## src/rtl/dma_bd_start_scheduler.sv

```systemverilog
// ---------------------------------------------------------------------------
// dma_bd_start_scheduler
//
// Collects the one-cycle per-descriptor start pulses coming out of the DMA
// control-register block and hands them to the transfer engine one at a
// time. A pending flag per internal buffer descriptor (BD) remembers every
// start that has not been issued yet. A round-robin pointer picks the next
// BD so that no descriptor can starve another.
//
// The engine side uses a request/acknowledge handshake to accept a BD and
// a single-cycle done strobe to report that the BD has finished. The
// scheduler answers each done with a one-cycle completion pulse.
//
// Ports
//   clock          in   clock
//   resetn         in   asynchronous, active-low reset
//   startDMAOp     in   [NUM_INT_BDS]   start pulses, bit n = BD n
//   opReq          out  request to engine: execute BD opBdNum
//   opBdNum        out  [BD_NUM_WIDTH]  BD being requested / executed
//   opAck          in   engine accepts the request (looked at only in REQ)
//   opDone         in   engine finished the BD (looked at only in ACTIVE)
//   opComplete     out  one-cycle pulse: BD completeBdNum finished
//   completeBdNum  out  [BD_NUM_WIDTH]  index of the completed BD
//   pendingBDs     out  [NUM_INT_BDS]   queued-but-not-issued flags
//   busy           out  high while a BD is requested or executing
// ---------------------------------------------------------------------------
module dma_bd_start_scheduler #(
  parameter int NUM_INT_BDS  = 4,
  parameter int BD_NUM_WIDTH = 2
) (
  input  logic                    clock,
  input  logic                    resetn,
  input  logic [NUM_INT_BDS-1:0]  startDMAOp,
  output logic                    opReq,
  output logic [BD_NUM_WIDTH-1:0] opBdNum,
  input  logic                    opAck,
  input  logic                    opDone,
  output logic                    opComplete,
  output logic [BD_NUM_WIDTH-1:0] completeBdNum,
  output logic [NUM_INT_BDS-1:0]  pendingBDs,
  output logic                    busy
);

  typedef enum logic [1:0] {
    IDLE   = 2'd0,
    REQ    = 2'd1,
    ACTIVE = 2'd2
  } state_t;

  // After reset the pointer sits on the last BD so that the first search
  // starts at BD0.
  localparam logic [BD_NUM_WIDTH-1:0] LAST_BD = BD_NUM_WIDTH'(NUM_INT_BDS - 1);

  state_t                  state_q, state_d;
  logic [NUM_INT_BDS-1:0]  pending_q, pending_d;
  logic [BD_NUM_WIDTH-1:0] lastGrant_q, lastGrant_d;
  logic [BD_NUM_WIDTH-1:0] opBdNum_q, opBdNum_d;
  logic                    opComplete_q, opComplete_d;
  logic [BD_NUM_WIDTH-1:0] completeBdNum_q, completeBdNum_d;

  logic                    grantValid;
  logic [BD_NUM_WIDTH-1:0] grantIdx;
  logic [NUM_INT_BDS-1:0]  grantMask;

  // Round-robin pick. The first pass takes the lowest pending BD strictly
  // above the last grant; if there is none, the second pass wraps around
  // and takes the lowest pending BD overall. The wrap pass can return the
  // last-granted BD itself when it is the only one pending, which is what
  // lets a BD that was restarted during its own run go again.
  always_comb begin
    grantValid = 1'b0;
    grantIdx   = '0;
    for (int i = 0; i < NUM_INT_BDS; i++) begin
      if (!grantValid && pending_q[i] && (i > int'(lastGrant_q))) begin
        grantValid = 1'b1;
        grantIdx   = BD_NUM_WIDTH'(i);
      end
    end
    for (int i = 0; i < NUM_INT_BDS; i++) begin
      if (!grantValid && pending_q[i]) begin
        grantValid = 1'b1;
        grantIdx   = BD_NUM_WIDTH'(i);
      end
    end
  end

  assign grantMask = NUM_INT_BDS'(1) << grantIdx;

  // Next-state logic. New starts are OR-ed into the pending flags every
  // cycle. A start that arrives for a BD that is already pending therefore
  // merges with it. Because the OR is applied after the grant clear, a
  // start and a grant of the same BD in the same cycle leave the flag set.
  always_comb begin
    state_d         = state_q;
    pending_d       = pending_q | startDMAOp;
    lastGrant_d     = lastGrant_q;
    opBdNum_d       = opBdNum_q;
    opComplete_d    = 1'b0;
    completeBdNum_d = completeBdNum_q;

    unique case (state_q)
      IDLE: begin
        if (grantValid) begin
          state_d     = REQ;
          opBdNum_d   = grantIdx;
          lastGrant_d = grantIdx;
          pending_d   = (pending_q & ~grantMask) | startDMAOp;
        end
      end
      REQ: begin
        if (opAck) begin
          state_d = ACTIVE;
        end
      end
      ACTIVE: begin
        if (opDone) begin
          state_d         = IDLE;
          opComplete_d    = 1'b1;
          completeBdNum_d = opBdNum_q;
        end
      end
      default: begin
        state_d = IDLE;
      end
    endcase
  end

  // State register. An asynchronous reset throws away everything,
  // including BDs that were queued or running, without a completion pulse.
  always_ff @(posedge clock or negedge resetn) begin
    if (!resetn) begin
      state_q         <= IDLE;
      pending_q       <= '0;
      lastGrant_q     <= LAST_BD;
      opBdNum_q       <= '0;
      opComplete_q    <= 1'b0;
      completeBdNum_q <= '0;
    end else begin
      state_q         <= state_d;
      pending_q       <= pending_d;
      lastGrant_q     <= lastGrant_d;
      opBdNum_q       <= opBdNum_d;
      opComplete_q    <= opComplete_d;
      completeBdNum_q <= completeBdNum_d;
    end
  end

  // Every output is either a flop or a decode of the state flop only, so no
  // input reaches an output without passing through a register.
  assign opReq         = (state_q == REQ);
  assign busy          = (state_q != IDLE);
  assign opBdNum       = opBdNum_q;
  assign opComplete    = opComplete_q;
  assign completeBdNum = completeBdNum_q;
  assign pendingBDs    = pending_q;

endmodule

```

## config.mk

```make
export PLATFORM = sky130hd
export DESIGN_NAME = dma_bd_start_scheduler
export DESIGN_NICKNAME = d
export VERILOG_FILES = /design/src/rtl/dma_bd_start_scheduler.sv
export SDC_FILE = /design/constraint.sdc
export NUM_CORES = 1
export LEC_CHECK = 0
export ABC_AREA = 1
export CAP_MARGIN = 10
export CORE_AREA = 2 2 42 44
export DETAILED_ROUTE_END_ITERATION = 8
export DIE_AREA = 0 0 44 46
export PLACE_DENSITY = 0.73
export SYNTH_ARGS = -nofsm -noshare
export SYNTH_HDL_FRONTEND = slang
export SYNTH_SLANG_ARGS = --single-unit
```

## constraint.sdc

```tcl
create_clock -name clock -period 1.5 [get_ports clock]
set_input_delay 0.3 -clock clock [delete_from_list [all_inputs] [get_ports clock]]
set_output_delay 0.3 -clock clock [all_outputs]
set_load 0.01 [all_outputs]
```

==> flow_metrics.env, run 1 <==
export IMPL_run_status="finished, final reports clean"
export IMPL_area_delta_synth_final_pct=50.66
export IMPL_fmaxAchievable_ghz=0.6695
export IMPL_slew_headroom=0.8167
export IMPL_p_leak_nw=0.5450
export IMPL_num_vias=641
export IMPL_synth_avg_cell_area_um2=7.939
export IMPL_worstPathRequired_ns=1.67
export IMPL_first_global_vias=624
export IMPL_synth_most_common_cell="nand2_1"
export IMPL_hold_violations=0
export IMPL_ant_nets=0
export IMPL_synth_area_um2=666.9
export IMPL_gp_congestion=0.8347
export IMPL_endpoint_kind="flop"
export IMPL_cts_buffers=3
export IMPL_place_hpwl_um=1095
export IMPL_fin_ws_ns=0.006432
export IMPL_ys_ff_latch=13
export IMPL_fp_dieW_um=44
export IMPL_synth_cell_types=17
export IMPL_synthesis_nets=92
export IMPL_p_sw_mw=1.015
export IMPL_start_util=0.4132
export IMPL_port_buffers=18
export IMPL_clk_path_buf_depth=2
export IMPL_post_route_period_util=0.9957
export IMPL_fp_dieH_um=46
export IMPL_ir_drop_v=0.001020
export IMPL_drt_first_pass_iters=4
export IMPL_synthArstFlopShare=1.000
export IMPL_synth_top_cell_area_share=0.4128
export IMPL_clkSlewWorstSetupHoldPaths_ns=0.08
export IMPL_num_nets_final=123
export IMPL_finalCriticalPeriod_ns=1.494
export IMPL_synth_edf_count=0
export IMPL_power_mw=2.274
export IMPL_ys_top_cells_by_count="nand2_1 (20), inv_1 (16), dfrtp_1 (11), nor2_1 (11)"
export IMPL_p_int_mw=1.259
export IMPL_routedWlPerCell_um=11.85
export IMPL_gr_total_overflow=0
export IMPL_setup_viol=0
export IMPL_yosysWarnings=0
export IMPL_cts_tree="done"
export IMPL_critPathArrivalTime_ns=1.67
export IMPL_diodes=0
export IMPL_powerDensity_nw_per_um2=2263
export IMPL_clock_sinks=13
export IMPL_dieArea_um2=2024
export IMPL_ios=19
export IMPL_viasPerCell=4.893
export IMPL_cp_max_fo=4
export IMPL_grtUsageTotal=0.1671
export IMPL_grt_pass1_wl_um=2428
export IMPL_core_um2=1614
export IMPL_hp_class="input port to asynchronous set/reset pin"
export IMPL_final_area_um2=1005
export IMPL_htreeDepth=1
export IMPL_slew_viol_final=0
export IMPL_drive_gt1_frac=0.2982
export IMPL_sequentialPowerShare=0.285
export IMPL_clock_skew_ns=0.001680
export IMPL_synth_top_cells_by_area="dfrtp_1 (41%), nand2_1 (11%), inv_1 (9.0%)"
export IMPL_drc=0
export IMPL_start_kind="flop"
export IMPL_synth_largest_area_cell="dfrtp_1"
export IMPL_cap_violations=0
export IMPL_grt_max_degree=14
export IMPL_worstSetupPathType="flop to flop"
export IMPL_dp_slack_ns=0.04724
export IMPL_power_share_combinational=0.620
export IMPL_hold_buffers=0
export IMPL_insertion_delay_ns=0.27
export IMPL_yosysSeqAreaShare=0.4916
export IMPL_dpl_cell_area_um2=898.4
export IMPL_clockPowerShare=0.095
export IMPL_antenna_found_initial=0
export IMPL_switching_share=0.4465
export IMPL_drt_total_wl_um=1552
export IMPL_synth_ff_type="dfrtp_1"
export IMPL_rsz0062_at_grt="yes"
export IMPL_rows=15
export IMPL_tightest_slew_ns=0.2749
export IMPL_syn_inst=84
export IMPL_drt_iter0_markers=16
export IMPL_fill_cells=138
export IMPL_cts_root_buf="clkbuf_4"
## state kept, by name (all words and copies together), names as in the netlist
| register | cells |
|---|---|
| pendingBDs | 4 |
| completeBdNum | 2 |
| lastGrant_q | 2 |
| opBdNum | 2 |
| state_q | 2 |
| opComplete | 1 |
## worst max-delay path, cell delays in order (launching register included)
cell     delay, ns
dfstp_2       0.57
nand2_2       0.07
nand2_4       0.08
nand4_4       0.13
nor2_4        0.15
nand2_2       0.10
nand3_1       0.10
nand3_1       0.07
nand2_1       0.07
nand2_1       0.04
## power by group through the flow
| stage | Sequential, mW | Combinational, mW | Clock, mW |
|---|---|---|---|
| 6_report | 0.649 | 1.41 | 0.216 |
| 5_1_grt | 0.668 | 1.55 | 0.247 |
| 4_1_cts | 0.635 | 1.30 | 0.228 |
| 3_5_place_dp | 0.686 | 1.23 | 0 |
| 3_3_place_gp | 0.676 | 1.21 | 0 |
| 2_1_floorplan | 0.713 | 0.683 | 0 |
## layer usage
layer / vias up / GRT usage / wire, um
li1: 326 / - / -
met1: 302 / 0.2099 / 689
met2: 11 / 0.2765 / 805
met3: 2 / 0.01587 / 40
met4: 0 / 0.1030 / 17
met5: - / 0 / 0
## area by class of cell
class | count | area [um^2] | area share
well taps | 17 | 21.27 | 0.02117
repair buffers | 26 | 252.7 | 0.2516
inverters | 16 | 60.06 | 0.05978
clock buffers | 3 | 22.52 | 0.02242
clock inverters | 1 | 5.005 | 0.004981
multi-input cells | 55 | 314.1 | 0.3126
flip-flops and latches | 13 | 329.1 | 0.3275
## cells by family after synthesis
family / synth area share
simple gates: 0.3152
flops: 0.4916
compound gates: 0.1032
buf+inv: 0.09006
## through the flow
| stage | std cells | hold slack, ns | setup TNS [ns] | util |
|---|---|---|---|---|
| after global routing | 131 | 0.3338 | -0.2577 | 0.6225 |
| after CTS | 130 | 0.3219 | 0 | 0.5853 |
| after floorplan | 84 | 0.004409 | 0 | - |
| after detailed placement | 123 | 0.4783 | 0 | 0.5566 |
| final | 131 | 0.3265 | 0 | 0.6225 |
| after global placement | 123 | 0.4666 | 0 | 0.5566 |
## cell usage in the layout (no fill, tap or decap), types with 2 or more instances in the layout
master / n
nand2_1: 17
inv_1: 16
dfrtp_1: 10
clkdlybuf4s50_1: 8
buf_4: 8
nor2_2: 6
nor2_1: 6
dlymetal6s2s_1: 6
nand2_2: 5
nand3_1: 5
o21ai_0: 5
clkbuf_4: 3
nand2_4: 2
dfstp_2: 2
clkdlybuf4s15_1: 2
dlygate4sd2_1: 2
## path summary, 6_finish.rpt
path | start | to | slack, ns | cells after the start
hold reg to reg | completeBdNum[1]$_DFFE_PN0P_ | completeBdNum[1]$_DFFE_PN0P_ | 0.48 | 2
setup / recovery | lastGrant_q[0]$_DFFE_PN1P_ | pendingBDs[3]$_DFF_PN0_ | 0.006 | 9
setup reg to reg | lastGrant_q[0]$_DFFE_PN1P_ | pendingBDs[3]$_DFF_PN0_ | 0.006 | 9
min in group clock | completeBdNum[1]$_DFFE_PN0P_ | completeBdNum[1]$_DFFE_PN0P_ | 0.48 | 2
max in group asynchronous | resetn | lastGrant_q[1]$_DFFE_PN1P_ | 0.94 | 2
hold / removal | resetn | completeBdNum[1]$_DFFE_PN0P_ | 0.33 | 2
## what timing repair did
item / in CTS / in global routing
setup endpoints to repair: 6 / 14
pin swaps: 0 / 7
resized for setup: 5 / 19
buffers inserted: 3 / 1
cloned: 0 / 0
No activity file was read; power rests on OpenSTA's default activity.
==> run 2: changes to the inputs <==
--- a/config.mk
+++ b/config.mk
@@ -10,7 +10,7 @@
 export CORE_AREA = 2 2 42 44
 export DETAILED_ROUTE_END_ITERATION = 8
 export DIE_AREA = 0 0 44 46
-export PLACE_DENSITY = 0.73
+export PLACE_DENSITY = 0.75
 export SYNTH_ARGS = -nofsm -noshare
 export SYNTH_HDL_FRONTEND = slang
 export SYNTH_SLANG_ARGS = --single-unit
==> flow_metrics.env, run 2 (synthesized netlist as in run 1, its figures left out) <==
export IMPL_gp_congestion=0.7406
export IMPL_area_delta_synth_final_pct=49.34
export IMPL_slew_viol_final=0
export IMPL_slew_headroom=0.8251
export IMPL_dieArea_um2=2024
export IMPL_rsz0062_at_grt="yes"
export IMPL_clk_path_buf_depth=2
export IMPL_path_cells="nand2_2 -> nand2_2 -> nand4_4 -> nor2_4 -> nand2_2 -> nand2_4 -> nand3_1 -> nand2_1 -> nand2_1"
export IMPL_start_util=0.4132
export IMPL_fp_dieH_um=46
export IMPL_crit_slowest_cell="dfstp_2"
export IMPL_run_status="finished, final reports clean"
export IMPL_dp_slack_ns=0.01858
export IMPL_hold_violations=0
export IMPL_fin_ws_ns=0.002621
export IMPL_grtUsageTotal=0.1527
export IMPL_diodes=0
export IMPL_setup_viol=0
export IMPL_viasPerCell=4.931
export IMPL_ant_nets=0
export IMPL_core_um2=1614
export IMPL_ios=19
export IMPL_htreeDepth=1
export IMPL_post_route_period_util=0.9983
export IMPL_tightest_slew_ns=0.2624
export IMPL_start_kind="flop"
export IMPL_layout_commonest_cell="nand2_1"
export IMPL_final_cell_mix="nand2_1 (17), inv_1 (16), dfrtp_1 (10)"
export IMPL_hp_class="input port to asynchronous set/reset pin"
export IMPL_dp_cells=122
export IMPL_largest_reg_flops=4
export IMPL_cts_root_buf="clkbuf_4"
export IMPL_powerDensity_nw_per_um2=2268
export IMPL_grt_max_degree=14
export IMPL_port_buffers=18
export IMPL_drc=0
export IMPL_num_nets_final=123
export IMPL_clkSlewWorstSetupHoldPaths_ns=0.08
export IMPL_gr_total_overflow=0
export IMPL_first_global_vias=545
export IMPL_power_mw=2.259
export IMPL_finalNonFillerCells=131
export IMPL_insertion_delay_ns=0.27
export IMPL_crit_top_cell="nand2_2"
export IMPL_finalCriticalPeriod_ns=1.497
export IMPL_finish_utilization=0.6171
export IMPL_clock_sinks=13
export IMPL_antenna_found_initial=0
export IMPL_num_vias=646
export IMPL_rows=15
export IMPL_critPathMaxStageDelay_ns=0.56
export IMPL_worstPathRequired_ns=1.66
export IMPL_critPathArrivalTime_ns=1.66
export IMPL_fp_dieW_um=44
export IMPL_cp_max_fo=4
export IMPL_drt_first_pass_iters=4
export IMPL_worstSetupPathType="flop to flop"
export IMPL_drt_iter0_markers=7
export IMPL_clock_skew_ns=0.005003
export IMPL_cap_violations=0
export IMPL_fill_cells=147
export IMPL_cts_buffers=3
export IMPL_drt_total_wl_um=1509
export IMPL_ir_drop_v=0.001085
export IMPL_routedWlPerCell_um=11.52
export IMPL_cts_tree="done"
export IMPL_fmaxAchievable_ghz=0.6678
export IMPL_p_leak_nw=0.5339
export IMPL_drive_gt1_frac=0.3158
export IMPL_grt_pass1_wl_um=2152
export IMPL_place_hpwl_um=1027
export IMPL_endpoint_kind="flop"
export IMPL_setup_tns_final_ns=0
==> run 2: cell count changes in the layout (fill, tap and decap cells not counted) <==
cell / delta
clkbuf_2: +2
dlygate4sd2_1: -1
nand2_2: +1
nand2_4: -1
clkdlybuf4s50_1: +1
clkdlybuf4s15_1: -2
nor2_4: +1
nor2_2: -1
==> run 2: through the flow <==
stage	hold WS (ns)	area, um^2
6_report	0.3292	996.0
5_1_grt	0.3284	996.0
4_1_cts	0.3249	940.9
3_5_place_dp	0.4729	890.9
3_3_place_gp	0.4679	890.9
2_1_floorplan	0.004409	666.9
==> run 2: where the power goes <==
| group | switching (mW) | total (mW) | internal [mW] |
|---|---|---|---|
| Clock | 0.115 | 0.213 | 0.0986 |
| Sequential | 0.122 | 0.659 | 0.537 |
| Combinational | 0.775 | 1.39 | 0.611 |
==> run 2: final cells by class <==
cell class | instances | area [um^2] | share of cell area
multi-input combinational | 55 | 314.1 | 0.3153
timing repair buffer | 26 | 244.0 | 0.2450
sequential | 13 | 329.1 | 0.3304
tap | 17 | 21.27 | 0.02136
clock inverter | 1 | 5.005 | 0.005025
clock buffer | 3 | 22.52 | 0.02261
inverter | 16 | 60.06 | 0.06030
==> run 2: path summary, 6_finish.rpt <==
kind,cells after the start,start,to,slack [ns]
max,9,lastGrant_q[0]$_DFFE_PN1P_,pendingBDs[2]$_DFF_PN0_,0.003
min in group clock,2,completeBdNum[0]$_DFFE_PN0P_,completeBdNum[0]$_DFFE_PN0P_,0.49
min,2,resetn,pendingBDs[1]$_DFF_PN0_,0.33
max in group asynchronous,2,resetn,lastGrant_q[0]$_DFFE_PN1P_,0.93
min reg2reg,2,completeBdNum[0]$_DFFE_PN0P_,completeBdNum[0]$_DFFE_PN0P_,0.49
max reg2reg,9,lastGrant_q[0]$_DFFE_PN1P_,pendingBDs[2]$_DFF_PN0_,0.003
==> run 2: metal layers <==
| metal | share of wire | up-vias | GRT usage | routed length, um |
|---|---|---|---|---|
| met2 | 0.51 | 13 | 0.2500 | 766 |
| met1 | 0.43 | 309 | 0.1800 | 654 |
| met4 | 0.026 | 0 | 0.1091 | 39 |
| li1 | - | 320 | - | - |
| met3 | 0.032 | 4 | 0.02778 | 48 |
| met5 | 0 | - | 0 | 0 |
==> run 2: what timing repair did <==
action,in CTS,in global routing
setup buffers,3,2
pin swaps,1,6
setup endpoints to repair,5,15
resized for setup,5,20
hold buffers,0,0
==> run 2: worst max-delay path: cells and delay by family, from the launching register on <==
kind,cells,cell delay (ns)
and+or+nand+nor,9,0.81
DFF,1,0.56
